==> config.mk <==
export PLATFORM = sky130hd
export DESIGN_NAME = uart_tx_sched
export DESIGN_NICKNAME = d
export VERILOG_FILES = /design/src/rtl/uart_pkg.sv /design/src/rtl/uart_baud_gen.sv /design/src/rtl/uart_tx_sched.sv
export SDC_FILE = /design/constraint.sdc
export NUM_CORES = 1
export LEC_CHECK = 0
export CORE_UTILIZATION = 43
export CTS_CLUSTER_SIZE = 16
export DETAILED_ROUTE_END_ITERATION = 12
export PLACE_DENSITY_LB_ADDON = 0.2
export SKIP_CTS_REPAIR_TIMING = 1
export SLEW_MARGIN = 30
export SYNTH_ARGS = -nofsm -noshare
export SYNTH_HDL_FRONTEND = slang
export SYNTH_HIERARCHICAL = 1
export SYNTH_SLANG_ARGS = --single-unit
==> constraint.sdc <==
create_clock -name clk -period 4.16 [get_ports clk]
set_clock_uncertainty 0.05 [all_clocks]
set_input_delay 1.248 -clock clk [delete_from_list [all_inputs] [get_ports clk]]
set_output_delay 1.248 -clock clk [all_outputs]
set_load 0.1 [all_outputs]
==> src/rtl/uart_pkg.sv <==
`default_nettype none
// ============================================================================
// Module   : uart_pkg
// Purpose  : Shared types, constants and the round-robin pick helper for the
//            UART transmit scheduler.
// Revision : 1.0 - initial release
// ============================================================================
package uart_pkg;

    typedef enum logic [1:0] {
        IDLE      = 2'd0,
        LAUNCH    = 2'd1,
        WAIT_DONE = 2'd2,
        GAP       = 2'd3
    } tx_sched_state_e;

    localparam int UART_DATA_BITS = 8;
    localparam int UART_MAX_REQ   = 32;

    // First set bit of valid at or above ptr, wrapping modulo n; -1 if none.
    function automatic int rr_pick(input logic [UART_MAX_REQ-1:0] valid,
                                   input int ptr, input int n);
        int idx;
        rr_pick = -1;
        for (int k = n - 1; k >= 0; k--) begin
            idx = (ptr + k) % n;
            if (valid[idx[4:0]]) rr_pick = idx;
        end
    endfunction

endpackage
`default_nettype wire

==> src/rtl/uart_baud_gen.sv <==
`default_nettype none
// ============================================================================
// Module   : uart_baud_gen
// Purpose  : Free-running divider producing one tick every BAUD_DIV clocks.
// Revision : 1.0 - initial release
// ============================================================================
module uart_baud_gen #(
    parameter int BAUD_DIV = 27
) (
    input  logic clk,
    input  logic rst,
    output logic tick
);

    localparam int CW = (BAUD_DIV > 1) ? $clog2(BAUD_DIV) : 1;
    localparam logic [CW-1:0] LAST = CW'(BAUD_DIV - 1);

    logic [CW-1:0] cnt_q;
    logic [CW-1:0] cnt_d;
    logic          tick_q;

    always_comb begin
        cnt_d = (cnt_q == LAST) ? '0 : cnt_q + 1'b1;
    end

    // Tick is registered so it tracks the count value it is aligned with.
    always_ff @(posedge clk) begin
        if (rst) begin
            cnt_q  <= '0;
            tick_q <= 1'b0;
        end else begin
            cnt_q  <= cnt_d;
            tick_q <= (cnt_d == LAST);
        end
    end

    assign tick = tick_q;

endmodule
`default_nettype wire

==> src/rtl/uart_tx_sched.sv <==
`default_nettype none
// ============================================================================
// Module   : uart_tx_sched
// Purpose  : Round-robin scheduler sharing one UART tx core among NUM_REQ
//            byte producers; also drives the baud tick.
//            Optional inter-frame gap: define UART_TX_SCHED_GAP_EN.
// Revision : 1.0 - initial release
// ============================================================================
module uart_tx_sched
    import uart_pkg::*;
#(
    parameter int NUM_REQ   = 4,
    parameter int DATA_BITS = UART_DATA_BITS,
    parameter int BAUD_DIV  = 27,
    parameter int GAP_TICKS = 16
) (
    input  logic                         clk,
    input  logic                         rst,
    input  logic [NUM_REQ-1:0]           req_valid,
    input  logic [NUM_REQ*DATA_BITS-1:0] req_data,
    output logic [NUM_REQ-1:0]           req_ready,
    output logic                         tick,
    output logic                         tx_start,
    output logic [DATA_BITS-1:0]         tx_din,
    input  logic                         tx_done,
    output logic                         busy,
    output logic [$clog2(NUM_REQ)-1:0]   grant_id
);

    localparam int GW = $clog2(NUM_REQ);

    tx_sched_state_e      state_q, state_d;
    logic [GW-1:0]        rr_ptr_q, rr_ptr_d;
    logic [GW-1:0]        grant_q, grant_d;
    logic [DATA_BITS-1:0] din_q, din_d;
    int                   pick;
    logic [GW-1:0]        pick_idx;
    logic                 any_valid;

`ifdef UART_TX_SCHED_GAP_EN
    localparam int GCW = (GAP_TICKS > 1) ? $clog2(GAP_TICKS) : 1;
    logic [GCW-1:0] gap_q, gap_d;
`endif

    uart_baud_gen #(.BAUD_DIV(BAUD_DIV)) u_baud (
        .clk  (clk),
        .rst  (rst),
        .tick (tick)
    );

    always_comb begin
        pick = rr_pick(UART_MAX_REQ'(req_valid), int'(rr_ptr_q), NUM_REQ);
    end

    assign any_valid = (pick >= 0);
    assign pick_idx  = GW'(pick);

    always_comb begin
        state_d   = state_q;
        rr_ptr_d  = rr_ptr_q;
        grant_d   = grant_q;
        din_d     = din_q;
        req_ready = '0;
`ifdef UART_TX_SCHED_GAP_EN
        gap_d     = gap_q;
`endif
        case (state_q)
            IDLE: begin
                if (any_valid && !rst) begin
                    req_ready = NUM_REQ'(1) << pick_idx;
                    grant_d   = pick_idx;
                    din_d     = req_data[int'(pick_idx)*DATA_BITS +: DATA_BITS];
                    state_d   = LAUNCH;
                end
            end
            LAUNCH: state_d = WAIT_DONE;
            WAIT_DONE: begin
                if (tx_done) begin
                    rr_ptr_d = (grant_q == GW'(NUM_REQ - 1)) ? '0 : grant_q + 1'b1;
`ifdef UART_TX_SCHED_GAP_EN
                    gap_d    = '0;
                    state_d  = GAP;
`else
                    state_d  = IDLE;
`endif
                end
            end
            default: begin
`ifdef UART_TX_SCHED_GAP_EN
                // Gap length is measured in baud ticks, not clocks.
                if (GAP_TICKS == 0) begin
                    state_d = IDLE;
                end else if (tick) begin
                    if (gap_q == GCW'(GAP_TICKS - 1)) state_d = IDLE;
                    else                              gap_d   = gap_q + 1'b1;
                end
`else
                state_d = IDLE;
`endif
            end
        endcase
    end

    always_ff @(posedge clk) begin
        if (rst) begin
            state_q  <= IDLE;
            rr_ptr_q <= '0;
            grant_q  <= '0;
            din_q    <= '0;
`ifdef UART_TX_SCHED_GAP_EN
            gap_q    <= '0;
`endif
        end else begin
            state_q  <= state_d;
            rr_ptr_q <= rr_ptr_d;
            grant_q  <= grant_d;
            din_q    <= din_d;
`ifdef UART_TX_SCHED_GAP_EN
            gap_q    <= gap_d;
`endif
        end
    end

    assign tx_start = (state_q == LAUNCH) && !rst;
    assign busy     = (state_q != IDLE);
    assign tx_din   = din_q;
    assign grant_id = grant_q;

endmodule
`default_nettype wire

After elaboration in Yosys (flattened, before gate mapping):

Cells that the tools add are included.

* flip-flop bits (word level): 20
* latch bits: 0
* bits in writable memories: 0
* memory bits (read-only): 0
* input port bits: 39
* memories: 0

* $add $sub $neg: 5
* $mul: 0
* divide/modulo/power cells: 0
* magnitude comparators: 5
* eq/ne operators: 7
* shifts and indexed selects: 2
* mux-type cells: 19
* bitwise operators: 3
* reductions and logical operators: 11

Operators with widths (number)
* $mux 32: 4
* $ge 32x1->1 const B: 1
* $shiftx 32x6->8: 1
* $lt 5x6->1 const B: 3
* $eq 5x5->1 const B: 2
* $bmux 1 s3: 3
* $mux 4: 2
* $lt 2x6->1 const B: 1
* $mux 2: 3
* $pmux 2 s3: 1
* $reduce_and 2->1: 3
* $reduce_or 2->1: 3
* $add 5x1->5 const B: 1
* $mux 5: 1
* $add 2x1->2 const B: 2
* $add 2x2->2 const B: 2
* $eq 2x2->1 const B: 2
* $mux 1: 4
* $ne 2x2->1 const B: 2
* $shl 1x2->4 const A: 1
* $and 1x1->1 const A: 3
* $bmux 1 s2: 1
* $eq 2x1->1 const B: 1
* $logic_and 1x1->1: 2
* 3 further kinds: 3

Depth between registers and ports, before layout:

* depth in word-level cells: 13
* mapped depth: 6

Cells and area by module:

Netlist, hierarchy kept.

Modules (own cells, without submodules)
* uart_tx_sched: instances 1, cells each 90, area each 844.6 µm², sequential area each 280.3 µm²
* uart_baud_gen: instances 1, cells each 27, area each 300.3 µm², sequential area each 120.1 µm²

Worst setup path before layout:

No wires, ideal clock.

* path type: input-to-output
* start point: in req_valid[0]
* end point: out req_ready[2]
* arrival: 3355 ps
* required time: 2862 ps
* setup slack: -493 ps
* stages on the path: 5
* buffers on the path: 1
* cells stage by stage: nor2b_1 > a21boi_4 > o31ai_4 > buf_6 > nor2b_1

* longest elaborated chain between the ends: 10

Ends and longest elaborated chain
* start: declaration: RTL line uart_tx_sched.sv:19 `input logic [NUM_REQ-1:0] req_valid,`
* $bmux 1 s3: RTL line uart_pkg.sv:27 `if (valid[idx[4:0]]) rr_pick = idx;`
* $mux 1 (implied by the code): RTL line uart_pkg.sv:27
* $mux 32 (3 in series): RTL line uart_pkg.sv:27
* $mux 32 (*): RTL line uart_pkg.sv:27
* $ge 32x1->1: RTL line uart_tx_sched.sv:55 `assign any_valid = (pick >= 0);`
* $logic_and 1x1->1: RTL line uart_tx_sched.sv:69 `if (any_valid && !rst) begin`
* $mux 4 (*): RTL line uart_tx_sched.sv:69
* $mux 4 (*): RTL line uart_tx_sched.sv:67 `case (state_q)`
* end: declaration: RTL line uart_tx_sched.sv:21 `output logic [NUM_REQ-1:0] req_ready,`

Mark *: on every way between the ends. The rest lies on a longest branch, timed or not. The select of a mux whose other input is x is not followed.

Worst setup path in the final report:

* start point: in req_valid[3]
* end point: out req_ready[3]

The elaborated chain is that of the path after synthesis.

==> results.ini <==
[yosys]
synth_cell_type_count = 39
ys_seq_area_share_pct = 35.0
yosys_warnings = 6
avgSynthCellArea_um2 = 9.79
syn-num-nets = 160
ys_ff_latch = 20
synthCells = 117
syn_area_mm2 = 0.00114
synth_edf_count = 0
synth_ff_type = dfxtp_1
postSynth.asyncResetShare_pct = 0

[clock_tree]
htree_levels = 1
clkSlewWorstSetupHoldPaths_ps = 110
cts_buffer_depth = 2
cts_root_buf = clkbuf_4
cts_num_sinks = 20
cts_made_buffers = 3
cts_tree = built
clk_latency_ps = 310

[detailed_routing]
wl_um = 2920
vias = 1110
antenna_left = 0
via_per_inst = 5.19
wl_per_cell_um = 13.6
route.detailed.drc = 0
drtIter0Drc = 23
first_pass_iters = 4

[sta]
fin_crit_ps = 4100
maxSlewHeadroom_pct = 33.0
setup_viol = 0
rsz0062_at_grt = true
setup_tns_ps = 0
max_freq_mhz = 244
whs_ps = 433
min_period_over_period_pct = 98.6
final.setup.worst_slack_ps = 57.4
worstMarginPinSlew_ps = 1000
hold_viol = 0
slew_viol_final = 0

[grt]
grt_first_pass_wirelength_um = 4570
grt_start_max_net_pins = 13
grtUsageTotal_pct = 22.3
grt_antenna_before_repair = 0
overflow = 0
grt_pass1_vias = 1040

[place]
placedCellCount = 210
io_buffers = 55
placed_area_mm2 = 0.00184
gp_congestion = 0.736
dp_hpwl_um = 2290
post-place-ws_ps = -22.6

[floorplan]
start_util_pct = 45.8
core.rowCount = 18
coreArea_mm2 = 0.00250
chipHeight_um = 53.6
ios = 56
die_x_um = 53.6
die_area_mm2 = 0.00287

[run_status]
status = finished clean

[worst_setup_path]
critPathKind = input pin to primary output
r2r-end = tx_din[6]
critPathBufInv = 2
r2r_start = rr_ptr_q[0]
cp-end-kind = primary output
crit_path_start = req_valid[3]
ff2ff_setup_slack_ps = 2300
crit_arrival_ps = 2800
crit_fanout = 4
worstPathRequired_ps = 2860
r2r.worst_path.cells = 7
path_depth = 6
crit_chain = clkdlybuf4s50_1, nor2b_1, a21boi_4, o31ai_4, and3_1, buf_12
setup.worst_path.start_class = input pin
cp-endpoint = req_ready[3]
slowest_stage = clkdlybuf4s50_1
crit_family = buffers and inverters
slowest_delay_ps = 550

[power]
power.leakage_nw = 0.771
p_total_mw = 0.667
ir_drop_v = 0.000262
p_per_area_mw_per_mm2 = 350

[cells_and_area]
utilization_pct = 76.2
stdcell_area_mm2 = 0.00191
syn_to_final_growth_pct = 66.4
layout.nets = 228
fin_cells = 214
antenna_cells = 0
drive_above_1_share_pct = 19.6

[worst_hold_path]
hold_class = flip-flop to flip-flop

[job]
maxCapViolCount = 0

-- synthesized netlist by cell type, types with 2 or more instances --
library cell	instances	area share [%]
dfxtp_1	20	35
o21ai_0	4	1.7
o221ai_1	8	6.1
inv_1	4	1.3
mux2i_1	18	16
a21oi_1	4	1.7
nor2_1	13	4.3
nand2_1	10	3.3
ha_1	4	4.4
nand2b_1	2	1.1
nor2b_1	2	1.1
-- worst min-delay path by stage --
| stage | from | to | slack [ps] | cells after the start |
|---|---|---|---|---|
| 3_5_place_dp | tx_din[1] | tx_din[1] | 410 | 2 |
| 2_1_floorplan | u_baud/cnt_q[0] | u_baud/cnt_q[0] | 400 | 1 |
| 3_3_place_gp | tx_din[7] | tx_din[7] | 400 | 2 |
| 4_1_cts | tx_din[1] | tx_din[1] | 440 | 2 |
| 6_report | tx_din[1] | tx_din[1] | 430 | 2 |
| 5_1_grt | tx_din[5] | tx_din[5] | 470 | 2 |
-- power by group --
group	total [mW]	switching, mW	leakage [nW]	internal (mW)
combinational	0.284	0.180	0.579	0.104
clock	0.161	0.0636	0.0279	0.0974
sequential	0.222	0.0132	0.164	0.209
total	0.667	0.257	0.771	0.410
-- area by class of cell --
cell class,instances,area [um2]
Clock buffer,3,22.5
Sequential cell,20,400
Multi-Input combinational cell,89,709
Tap cell,30,37.5
Inverter,4,15.0
Clock inverter,1,30.0
Fill cell,170,594
Timing Repair Buffer,67,691
-- cells by family after synthesis --
| family | Yosys count | synth area share, % |
|---|---|---|
| compound gates | 23 | 16.5 |
| xor+xnor | 2 | 1.53 |
| fa+ha+maj | 4 | 4.37 |
| buf+inv | 8 | 4.37 |
| flops | 20 | 35.0 |
| mux | 18 | 15.7 |
| simple gates | 42 | 22.5 |
-- per-layer routing --
layer  vias to the layer above  GRT usage (%)  share of wire (%)  wire length, um
li1                        558              -                  -                -
met1                       507           27.7                 43             1270
met2                        43           38.5                 50             1450
met3                         2           4.52                6.5              190
met4                         0           6.58               0.48               14
met5                         -              0                  0                0
-- placed cells by master, fill, tap and decap left out, types with 5 or more instances in the layout --
cell | netlist | layout
mux2i_1 | 18 | 18
buf_4 | 0 | 13
nand2_1 | 10 | 10
clkdlybuf4s50_1 | 0 | 48
o221ai_1 | 8 | 8
buf_12 | 0 | 5
nor2_1 | 13 | 11
dfxtp_1 | 20 | 20
-- worst min-delay path: cells and delay by family (launching register included) --
family          cells  cell delay, ps
flops               1             350
compound gates      1              60
simple gates        1              50
-- flip-flops by register name (all words and copies together), names as in the netlist --
register      count
tx_din            8
u_baud/cnt_q      5
grant_id          2
rr_ptr_q          2
state_q           2
u_baud/tick       1
Power figures use the tool's default switching activity.
